## config.mk

```make
export PLATFORM = sky130hd
export DESIGN_NAME = seq_mul_div_unit
export DESIGN_NICKNAME = d
export VERILOG_FILES = /design/src/rtl/seq_mul_div_unit.sv
export SDC_FILE = /design/constraint.sdc
export NUM_CORES = 1
export LEC_CHECK = 0
export ABC_AREA = 1
export BUFFER_PORTS_ARGS = -buffer_cell sky130_fd_sc_hd__buf_2
export CAP_MARGIN = 20
export CORE_MARGIN = 5
export CORE_UTILIZATION = 45
export DETAILED_ROUTE_END_ITERATION = 8
export GPL_TIMING_DRIVEN = 0
export RECOVER_POWER = 100
export REMOVE_ABC_BUFFERS = 1
export SYNTH_ARGS = -nofsm -noshare
export SYNTH_HDL_FRONTEND = slang
export SYNTH_SLANG_ARGS = --single-unit
```

## constraint.sdc

```tcl
create_clock -name clk -period 8.5 [get_ports clk]
set_input_delay 0.425 -clock clk [delete_from_list [all_inputs] [get_ports clk]]
set_output_delay 0.425 -clock clk [all_outputs]
set_load 0.05 [all_outputs]
```

## src/rtl/seq_mul_div_unit.sv

```systemverilog
// Iterative 32-bit multiply/divide unit: shift-add MULT/MULTU and restoring DIV/DIVU, one bit per cycle.
// Optional build macro MDU_EARLY_OUT_EN lets multiplies finish once the remaining multiplier bits are zero.
module seq_mul_div_unit #(
    parameter int WIDTH = 32
) (
    input  logic             clk,
    input  logic             reset,
    input  logic             start,
    input  logic [1:0]       op,
    input  logic [WIDTH-1:0] A,
    input  logic [WIDTH-1:0] B,
    output logic             busy,
    output logic             done,
    output logic [WIDTH-1:0] HI,
    output logic [WIDTH-1:0] LO,
    output logic             div_by_zero
);

    localparam int CW = $clog2(WIDTH);
    localparam logic [CW-1:0]      LAST_CNT = CW'(WIDTH - 1);
    localparam logic [CW-1:0]      CNT_ONE  = {{(CW-1){1'b0}}, 1'b1};
    localparam logic [WIDTH-1:0]   ONE_W    = {{(WIDTH-1){1'b0}}, 1'b1};
    localparam logic [WIDTH-1:0]   ZERO_W   = {WIDTH{1'b0}};
    localparam logic [WIDTH-1:0]   ONES_W   = {WIDTH{1'b1}};
    localparam logic [2*WIDTH-1:0] ONE_2W   = {{(2*WIDTH-1){1'b0}}, 1'b1};
    localparam logic [2*WIDTH-1:0] ZERO_2W  = {(2*WIDTH){1'b0}};

    typedef enum logic [1:0] {
        S_IDLE = 2'b00,
        S_RUN  = 2'b01,
        S_DONE = 2'b10
    } state_t;

    state_t             r_state;
    state_t             w_state_nxt;
    logic [CW-1:0]      r_count;
    logic [2*WIDTH-1:0] r_acc;      // MUL: partial product; DIV: {remainder, dividend/quotient}
    logic [2*WIDTH-1:0] r_mcand;
    logic [WIDTH-1:0]   r_b;        // MUL: remaining multiplier bits; DIV: divisor magnitude
    logic               r_is_div;
    logic               r_neg_q;
    logic               r_neg_r;
    logic               r_dbz_pend;
    logic               r_busy;
    logic               r_done;
    logic [WIDTH-1:0]   r_hi;
    logic [WIDTH-1:0]   r_lo;
    logic               r_div_by_zero;

    logic               w_start_ok;
    logic               w_sign_a;
    logic               w_sign_b;
    logic [WIDTH-1:0]   w_abs_a;
    logic [WIDTH-1:0]   w_abs_b;
    logic [WIDTH:0]     w_rem_sh;
    logic               w_ge;
    logic [WIDTH-1:0]   w_diff;
    logic [2*WIDTH-1:0] w_acc_step;
    logic [WIDTH-1:0]   w_b_shr;
    logic               w_last;
    logic [2*WIDTH-1:0] w_mul_res;
    logic [WIDTH-1:0]   w_quo;
    logic [WIDTH-1:0]   w_rem;
    logic [WIDTH-1:0]   w_res_hi;
    logic [WIDTH-1:0]   w_res_lo;

    assign w_start_ok = (r_state == S_IDLE) && start;
    assign w_sign_a   = op[0] & A[WIDTH-1];
    assign w_sign_b   = op[0] & B[WIDTH-1];
    assign w_abs_a    = w_sign_a ? (~A + ONE_W) : A;
    assign w_abs_b    = w_sign_b ? (~B + ONE_W) : B;

    // Restoring-divide step: the shifted remainder needs one extra bit before the trial subtract
    assign w_rem_sh = {r_acc[2*WIDTH-1:WIDTH], r_acc[WIDTH-1]};
    assign w_ge     = (w_rem_sh >= {1'b0, r_b});
    assign w_diff   = w_rem_sh[WIDTH-1:0] - r_b;
    assign w_b_shr  = {1'b0, r_b[WIDTH-1:1]};

    // One iteration of the selected algorithm
    always_comb begin
        w_acc_step = r_acc;
        if (r_is_div) begin
            w_acc_step = {(w_ge ? w_diff : w_rem_sh[WIDTH-1:0]), r_acc[WIDTH-2:0], w_ge};
        end else if (r_b[0]) begin
            w_acc_step = r_acc + r_mcand;
        end else begin
            w_acc_step = r_acc;
        end
    end

`ifdef MDU_EARLY_OUT_EN
    assign w_last = (r_count == LAST_CNT) || (!r_is_div && (w_b_shr == ZERO_W));
`else
    assign w_last = (r_count == LAST_CNT);
`endif

    // Sign fix-up of the final iteration's result
    always_comb begin
        w_mul_res = r_neg_q ? (~w_acc_step + ONE_2W) : w_acc_step;
        w_quo     = w_acc_step[WIDTH-1:0];
        w_rem     = w_acc_step[2*WIDTH-1:WIDTH];
        w_res_hi  = ZERO_W;
        w_res_lo  = ZERO_W;
        if (r_is_div) begin
            w_res_lo = r_dbz_pend ? ONES_W : (r_neg_q ? (~w_quo + ONE_W) : w_quo);
            w_res_hi = r_neg_r ? (~w_rem + ONE_W) : w_rem;
        end else begin
            w_res_hi = w_mul_res[2*WIDTH-1:WIDTH];
            w_res_lo = w_mul_res[WIDTH-1:0];
        end
    end

    // Next-state logic
    always_comb begin
        w_state_nxt = r_state;
        case (r_state)
            S_IDLE: begin
                if (start) begin
                    w_state_nxt = S_RUN;
                end else begin
                    w_state_nxt = S_IDLE;
                end
            end
            S_RUN: begin
                if (w_last) begin
                    w_state_nxt = S_DONE;
                end else begin
                    w_state_nxt = S_RUN;
                end
            end
            S_DONE:  w_state_nxt = S_IDLE;
            default: w_state_nxt = S_IDLE;
        endcase
    end

    // State register
    always_ff @(posedge clk or posedge reset) begin
        if (reset) begin
            r_state <= S_IDLE;
        end else begin
            r_state <= w_state_nxt;
        end
    end

    // Operand capture and iteration datapath; HI/LO only load on the final iteration
    always_ff @(posedge clk or posedge reset) begin
        if (reset) begin
            r_count       <= {CW{1'b0}};
            r_acc         <= ZERO_2W;
            r_mcand       <= ZERO_2W;
            r_b           <= ZERO_W;
            r_is_div      <= 1'b0;
            r_neg_q       <= 1'b0;
            r_neg_r       <= 1'b0;
            r_dbz_pend    <= 1'b0;
            r_hi          <= ZERO_W;
            r_lo          <= ZERO_W;
            r_div_by_zero <= 1'b0;
        end else if (w_start_ok) begin
            r_count       <= {CW{1'b0}};
            r_acc         <= op[1] ? {ZERO_W, w_abs_a} : ZERO_2W;
            r_mcand       <= {ZERO_W, w_abs_a};
            r_b           <= w_abs_b;
            r_is_div      <= op[1];
            r_neg_q       <= w_sign_a ^ w_sign_b;
            r_neg_r       <= w_sign_a;
            r_dbz_pend    <= op[1] & (B == ZERO_W);
            r_div_by_zero <= 1'b0;
        end else if (r_state == S_RUN) begin
            r_count <= r_count + CNT_ONE;
            r_acc   <= w_acc_step;
            if (!r_is_div) begin
                r_mcand <= {r_mcand[2*WIDTH-2:0], 1'b0};
                r_b     <= w_b_shr;
            end
            if (w_last) begin
                r_hi          <= w_res_hi;
                r_lo          <= w_res_lo;
                r_div_by_zero <= r_dbz_pend;
            end
        end
    end

    // Handshake outputs registered from the next state
    always_ff @(posedge clk or posedge reset) begin
        if (reset) begin
            r_busy <= 1'b0;
            r_done <= 1'b0;
        end else begin
            r_busy <= (w_state_nxt != S_IDLE);
            r_done <= (w_state_nxt == S_DONE);
        end
    end

    assign busy        = r_busy;
    assign done        = r_done;
    assign HI          = r_hi;
    assign LO          = r_lo;
    assign div_by_zero = r_div_by_zero;

endmodule
```

### Word level (Yosys, flattened, before mapping)

Cells that the tools add are included.
W data, S select, Z words.

| storage, ports and cells | value |
|---|---|
| bits in registers | 238 |

| operators by class | value |
|---|---|
| $lt $le $gt $ge | 1 |
| bitwise gates (word level) | 10 |
| multiplexer cells | 28 |
| $add $sub $neg | 8 |
| equal/unequal tests | 4 |
| reduce and logical (&&, ||, !) cells | 9 |

Operators with widths:

| operator | count |
|---|---|
| $mux W64 | 8 |
| $mux W32 | 12 |
| $add A32 B1 Y32 const B | 4 |
| $not A32 Y32 | 4 |
| $add A64 B1 Y64 const B | 1 |
| $add A64 B64 Y64 | 1 |
| $not A64 Y64 | 1 |
| $ge A33 B32 Y1 | 1 |
| $logic_not A32 Y1 | 1 |
| $sub A32 B32 Y32 | 1 |
| $mux W5 | 2 |
| $reduce_bool A2 Y1 | 3 |
| $add A5 B1 Y5 const B | 1 |
| $eq A5 B5 Y1 const B | 1 |
| $mux W1 | 4 |
| $pmux W2 S2 | 1 |
| $reduce_and A2 Y1 | 2 |
| $and A1 B1 Y1 | 3 |
| $reduce_and A3 Y1 | 1 |
| $eq A2 B1 Y1 const B | 1 |
| $eq A2 B2 Y1 const B | 1 |
| $logic_not A2 Y1 | 1 |
| $mux W2 | 1 |
| $ne A2 B1 Y1 const B | 1 |
| 3 further kinds | 3 |

### Logic depth before layout (Yosys ltp)

Gate-level depths: netlist of run 1.

| depth | value |
|---|---|
| word-level depth | 8 |
| gate-level depth with buffers | 35 |

### Worst setup path before layout of run 1

Ideal clock, no wire load.

| timing | value |
|---|---|
| path type | reg-to-reg |
| start point | register r_acc[54] |
| end point | register r_hi[10] (netlist: HI[10]) |
| cell stages (with the launch flop) | 30 |
| data required time | 8.382 ns |
| setup time | 0.118 ns |
| setup slack | 5.050 ns |
| arrival time | 3.332 ns |
| path buffers | 0 |
| path through | dfrtp_1 -> ha_1 -> nand2_2 -> inv_1 -> nand2_1 -> nand3_1 -> a21oi_1 -> nand3_2 -> nand2_4 -> nand2_4 -> nand2_1 -> nand2_2 -> inv_1 -> ha_1 -> inv_1 -> nor2_1 -> nand2_1 -> nor2_1 -> nand2_1 -> nor2_2 -> nand3_2 -> nor2_2 -> nand2_1 -> nor2_1 -> nand3_1 -> o21ai_1 -> o21ai_1 -> or2_0 -> nand3_1 -> nand2_1 |

| on the way | value |
|---|---|
| word-level cells in the longest chain between the ends | 7 |

RTL lines:

| item | RTL line | RTL |
|---|---|---|
| start: declaration | 37 | `logic [2*WIDTH-1:0] r_acc;` |
| start signal: assignment | 161 | `r_acc <= op[1] ? {ZERO_W, w_abs_a} : ZERO_2W;` |
| start signal: assignment | 171 | `r_acc <= w_acc_step;` |
| $ge A33 B32 Y1 (*) | 75 | `assign w_ge = (w_rem_sh >= {1'b0, r_b});` |
| $mux W32 | 83 | `w_acc_step = {(w_ge ? w_diff : w_rem_sh[WIDTH-1:0]), r_acc[WIDTH-2:0], w_ge};` |
| $mux W64 (*) | 82 | `if (r_is_div) begin` |
| $not A64 Y64 / $not A32 Y32 (equally long branches) | 99, 106 |  |
| $add A64 B1 Y64 / $add A32 B1 Y32 (equally long branches) | 99, 106 |  |
| $mux W64 / $mux W32 (equally long branches) | 99, 106 |  |
| $mux W32 (*) | 104 | `if (r_is_div) begin` |
| end signal: assignment | 177 | `r_hi <= w_res_hi;` |
| end: declaration | 46 | `logic [WIDTH-1:0] r_hi;` |

Mark *: on every way between the ends. The rest lies on a longest branch, timed or not.
A chain may end at the register's enable or synchronous reset.

### Worst setup path in the final report of run 1

| timing | value |
|---|---|
| start point | register r_state[1] |
| end point | register r_mcand[63] |

| on the way | value |
|---|---|
| word-level cells in the longest chain between the ends | 4 |

RTL lines:

| item | RTL line | RTL |
|---|---|---|
| start: declaration | 34 | `state_t r_state;` |
| start signal: assignment | 141 | `r_state <= w_state_nxt;` |
| $logic_not A2 Y1 | 67 | `assign w_start_ok = (r_state == S_IDLE) && start;` |
| $logic_and A1 B1 Y1 | 67 |  |
| $ne A2 B1 Y1 (no source line) / $reduce_bool A2 Y1 (equally long branches) | - |  |
| $reduce_and A2 Y1 (no source line) | - |  |
| end signal: assignment | 162 | `r_mcand <= {ZERO_W, w_abs_a};` |
| end signal: assignment | 173 | `r_mcand <= {r_mcand[2*WIDTH-2:0], 1'b0};` |
| end: declaration | 38 | `logic [2*WIDTH-1:0] r_mcand;` |

Several ways; a longest one is shown, not always the timed one.

==> impl_metrics.yaml, run 1 <==
grt:
  antenna_found_initial: 0
  grt_start_max_net_pins: 115
  grt_pass1_wl_um: 142000
  overflow: 0
  use_met1: 0.492
  grtUsageMet3: 0.0494
  grt_use_met2: 0.462
  grt-busiest-layer: "met1"
  grt_usage: 0.314
  grt_pass1_vias: 23500
synth:
  ys.flop_type: "dfrtp_1"
  synth.distinct_cells: 54
  yosysTopAreaCell: "dfrtp_1"
  synth-edff-count: 0
  netlist_instances: 4088
  synth_top_area_share: 0.248
  synth-seq-area-share: 0.248
  ys_ff_latch: 238
  yosysWarningCount: 0
  synth_area_um2: 24000
  synth_async_sr_flop_share: 1.00
  synth.area.top_cells: "dfrtp_1 (25%), nand2_1 (22%), inv_1 (10%), nand3_1 (6.4%), nor2_1 (6.0%)"
  avgSynthCellArea_um2: 5.86
place:
  post_dp_cell_area_um2: 25500
  portBuffers: 135
  place_hpwl_um: 75100
  pre_cts_ws_ns: 3.22
  gp_congestion: 1.00
  dp.cells: 4812
clock_tree:
  cts_buffer_depth: 3
  cts_tree: "done"
  clock_sinks: 238
  htreeDepth: 1
  cts_buffers: 30
  path_clk_slew_ns: 0.06
  worst_skew_pair.late_latency_ns: 0.62
  cts-root-buf: "clkbuf_16"
layout:
  n_antenna_cell: 0
  final_nets: 4331
  multi_input_area_um2: 14900
  fillerInstances: 5824
  post-route-cell-area_um2: 26200
  drive_gt1_frac: 0.0610
  stdcell_count: 4870
  ff_latch_area_um2: 5960
  area_growth_pct: 9.26
drt:
  first_pass_iters: 6
  antenna_left: 0
  drtIter0Drc: 2513
  routedWlPerCell_um: 19.2
  wirelength_um: 93400
  drc: 0
  vias: 26300
  vias_per_cell: 5.39
worst_hold_path:
  hold_depth: 4
  min_path_type: "in2reg"
timing:
  fmax_ghz: 0.151
  worstMarginPinSlew_ns: 2.98
  finalMaxSlewViolations: 438
  rsz0062_at_grt: "false"
  setup_violations: 0
  final_hold_viol_count: 0
  timing.final.crit_share: 0.777
  period_minus_slack_ns: 6.60
  finClkSkew_ns: 0.0422
  worst_slack_ns: 1.90
  whs_ns: 0.117
  slew_headroom: -0.983
worst_setup_path:
  critPathKind: "reg2reg"
  crit_path_top_delay_cell: "o21ai_0"
  cp-end-kind: "flop"
  critPathRequiredTime_ns: 8.98
  crit_family: "buffers and inverters"
  slowest_delay_ns: 2.28
  path_depth: 7
  rrSetupSlack_ns: 1.90
  reg2regPathDepth: 7
  start_kind: "flop"
  crit_arrival_ns: 7.08
  worstPathMaxFanout: 42
  cp_cell_sequence: "nor2_1 > inv_1 > o21ai_0 > clkbuf_1 > inv_2 > buf_12 > o31ai_1"
  cp_num_buf_inv: 4
floorplanning:
  die_w_um: 241
  fp.coreArea_um2: 52700
  start_util: 0.455
  die_area_um2: 58000
  rows: 84
  fp.dieH_um: 241
  io_pins: 136
status:
  status: "finished, violations left"
  violations: "max-capacitance violations, max-slew violations"
job:
  drv_cap: 10
## through the flow
step	util	TNS [ns]
finish	0.498	0
detailed placement	0.483	0
global route	0.498	0
global placement	0.474	-780.12
CTS	0.503	0
floorplan	-	0
## worst reg2reg max path, delay by kind of cell, from the launching register on
| kind | cells | cell delay [ns] |
|---|---|---|
| flip-flops | 1 | 0.37 |
| buffers and inverters | 4 | 3.00 |
| AO/OA/AOI/OAI | 2 | 2.61 |
| AND/OR/NAND/NOR | 1 | 0.47 |
## cells in the mapped netlist, types with 4 or more instances
cell / n
a21boi_0: 5
a21oi_2: 7
o31ai_1: 6
nand3_2: 14
a31oi_1: 11
dfrtp_1: 238
buf_1: 10
o22a_1: 5
inv_2: 13
nor2_1: 381
a2bb2oi_1: 16
xnor2_1: 20
a22oi_1: 17
nor3_1: 37
ha_1: 101
nand3_1: 308
nand2_2: 30
buf_2: 26
nand4_1: 47
clkbuf_1: 73
o21bai_1: 4
o22ai_1: 47
nand3b_1: 6
inv_1: 668
nand2_1: 1431
a21o_1: 4
a21oi_1: 167
or2_2: 8
a21oi_4: 7
buf_6: 5
nor2_2: 38
xor2_1: 66
nor4_1: 5
o21ai_1: 26
o21ai_0: 168
o221ai_1: 23
or2_0: 4
o211ai_1: 11
and2_1: 10
## per-layer routing
metal	vias to the layer above	share of wire
li1	13000	-
met1	12200	0.48
met2	947	0.41
met3	96	0.084
met4	0	0.021
met5	-	0
## layout by cell type, fill, tap and decap left out, types with 10 or more instances in the layout
master and instances:
a31oi_1 11, xor2_1 66, nand3_2 12, ha_1 101, inv_1 666, nor2_2 36, and2_1 10, nor2_1 383
nand2_2 28, a22oi_1 17, o211ai_1 11, o221ai_1 23, inv_2 13, o22ai_1 47, buf_2 68, nand4_1 47
nand3_1 310, a21oi_1 167, o21ai_1 15, clkbuf_1 79, nor3_1 38, a2bb2oi_1 16, o21ai_0 179, xnor2_1 20
nand2_1 1434, clkbuf_16 30, dfrtp_1 236
## cell families after synthesis
kind of cell    Yosys count  synth area share
fa+ha+maj               103            0.0544
flops                   238             0.248
simple gates           2327             0.404
xor+xnor                 86            0.0314
compound gates          531             0.131
buf+inv                 803             0.131
## area by class of cell
type / instances / area share
multi-input cells: 3047 / 0.567
flip-flops and latches: 238 / 0.228
inverters: 684 / 0.0981
repair buffers: 158 / 0.0358
well taps: 688 / 0.0329
clock buffers: 41 / 0.0321
clock inverters: 14 / 0.00607
## state kept, by name (all words and copies together) (netlist names)
| register | count |
|---|---|
| HI | 32 |
| LO | 32 |
| busy | 1 |
| div_by_zero | 1 |
| done | 1 |
| r_acc | 64 |
| r_b | 32 |
| r_count | 5 |
| r_dbz_pend | 1 |
| r_is_div | 1 |
| r_mcand | 64 |
| r_neg_q | 1 |
| r_neg_r | 1 |
| r_state | 2 |
## worst paths after layout
| check | from | end |
|---|---|---|
| min reg2reg | HI[21] | HI[21] |
| min | B[30] | r_dbz_pend |
| max | r_state[1] | r_mcand[63] |
| min in group asynchronous | reset | r_acc[13] |
| max reg2reg | r_state[1] | r_mcand[63] |
| max in group asynchronous | reset | r_is_div |
## what timing repair did
action	4_1_cts	5_1_grt
endpoints found under the hold margin	46	0
hold buffers	1	0
resized for setup	0	0
setup buffers	0	0
Power of run 1 is left out: the tool's default activity adds up to more than one toggle a clock period on the data nets, which glitch-free logic cannot reach.
==> run 2, diff against run 1 <==
==> constraint.sdc (replaced) <==
create_clock -name clk -period 6 [get_ports clk]
set_input_delay 0.3 -clock clk [delete_from_list [all_inputs] [get_ports clk]]
set_output_delay 0.3 -clock clk [all_outputs]
set_load 0.05 [all_outputs]
==> run 2 against run 1 <==
The flow still finishes with violations (max-capacitance violations, max-slew violations). Cell count about the same. Flip-flop and latch count unchanged. First-iteration DRC count up 7.6%. Final area up 0.38%. Non-clock buffer count up 4. Sequential share of layout area down 0.086 points. Utilization up 0.19 points. Maximum frequency up 18%. Global-route usage about the same. Critical path depth up 2. Highest routed layer unchanged.
==> impl_metrics.yaml, run 2 (synthesis results as in run 1) <==
status:
  status: "finished, violations left"
  violations: "max-capacitance violations, max-slew violations"
drt:
  routedWlPerCell_um: 19.2
  drc: 0
  antenna_left: 0
  vias: 26300
  vias_per_cell: 5.40
  wirelength_um: 93500
  first_pass_iters: 6
  drtIter0Drc: 2704
timing:
  finClkSkew_ns: 0.0414
  timing.final.crit_share: 0.929
  finalMaxSlewViolations: 263
  setup_tns_ns: 0
  setup_violations: 0
  rsz0062_at_grt: "false"
  worstMarginPinSlew_ns: 3.08
  period_minus_slack_ns: 5.57
  whs_ns: 0.0324
  final_hold_viol_count: 0
  fmax_ghz: 0.179
  slew_headroom: -1.07
floorplanning:
  rows: 84
  start_util: 0.455
  die_area_um2: 58000
  die_w_um: 241
  fp.dieH_um: 241
  fp.coreArea_um2: 52700
  io_pins: 136
layout:
  final_nets: 4335
  n_antenna_cell: 0
  final_cell_mix: "nand2_1 (1432), inv_1 (666), nor2_1 (381), nand3_1 (309), dfrtp_1 (236)"
  area_growth_pct: 9.68
  final_core_util: 0.499
  reg_top3: "r_acc x64, r_mcand x64"
  post-route-cell-area_um2: 26300
  drive_gt1_frac: 0.0631
  layout_commonest_cell: "nand2_1"
worst_setup_path:
  worstPathMaxFanout: 65
  cp_num_buf_inv: 4
  cp-end-kind: "flop"
  critPathKind: "reg2reg"
  crit_family: "buffers and inverters"
  crit_path_top_delay_cell: "clkinvlp_2"
  start_kind: "flop"
  cpMostUsedCell: "nand2_1"
  cp_cell_sequence: "nor2_1 > nand2_1 > buf_16 > clkinvlp_2 > nand2_1 > inv_1 > clkbuf_1 > a22oi_1 > o21ai_0"
  slowest_delay_ns: 1.41
  critPathRequiredTime_ns: 6.43
  crit_arrival_ns: 6.00
place:
  place_hpwl_um: 75100
  portBuffers: 135
  post_dp_cell_area_um2: 25500
  gp_congestion: 1.00
clock_tree:
  post_cts_resized: 0
  worst_skew_pair.late_latency_ns: 0.62
  cts_hold_buf: 5
  cts_tree: "done"
  cts_buffers: 30
  clock_sinks: 238
  cts_setup_buffers: 0
  htreeDepth: 1
  path_clk_slew_ns: 0.06
  cts-root-buf: "clkbuf_16"
  cts_buffer_depth: 3
grt:
  antenna_found_initial: 0
  grt_pass1_vias: 23500
  overflow: 0
  grt_pass1_wl_um: 142000
  grt_start_max_net_pins: 115
  grt_usage: 0.314
worst_hold_path:
  min_path_type: "in2reg"
job:
  drv_cap: 7
## run 2: cell count changes in the layout (fill, tap and decap cells not counted), sizes merged
cell         change
dlygate4sd3      +4
buf              +2
clkbuf           -2
## run 2: final timing paths
| kind | start | endpoint | slack, ns | cells after the start |
|---|---|---|---|---|
| setup / recovery | r_state[1] | r_acc[25] | 0.43 | 9 |
| hold / removal | A[7] | r_acc[7] | 0.03 | 4 |
| setup reg to reg | r_state[1] | r_acc[25] | 0.43 | 9 |
| hold reg to reg | HI[9] | HI[9] | 0.48 | 2 |
| max in group asynchronous | reset | r_b[0] | 1.92 | 4 |
| min in group asynchronous | reset | r_mcand[12] | 0.91 | 3 |
## run 2: stage by stage
| stage | setup slack (ns) | instances |
|---|---|---|
| floorplan | -0.831 | 3969 |
| global placement | -6.52 | 4792 |
| detailed placement | 0.716 | 4812 |
| CTS | 0.736 | 4872 |
| global route | 0.164 | 4874 |
| finish | 0.427 | 4874 |
## run 2: area by class of cell
type,instances,area [um^2]
Tap cell,688,861
Timing Repair Buffer,162,1010
Fill cell,5813,26400
Clock buffer,41,842
Inverter,684,2570
Clock inverter,14,159
Multi-Input combinational cell,3047,14900
Sequential cell,238,5960
## run 2: metal layers
layer / track usage / share of wire / up-vias
met5: 0 / 0 / -
met4: 0.0528 / 0.020 / 0
met3: 0.0493 / 0.086 / 95
met2: 0.462 / 0.41 / 996
met1: 0.492 / 0.48 / 12200
li1: - / - / 13000
## run 2: tightest hold or removal path: stages
cell and delay [ns]:
buf_2 0.11, xor2_1 0.08, nand2_1 0.06, a21oi_1 0.06
Power of run 2 is left out for the same reason.
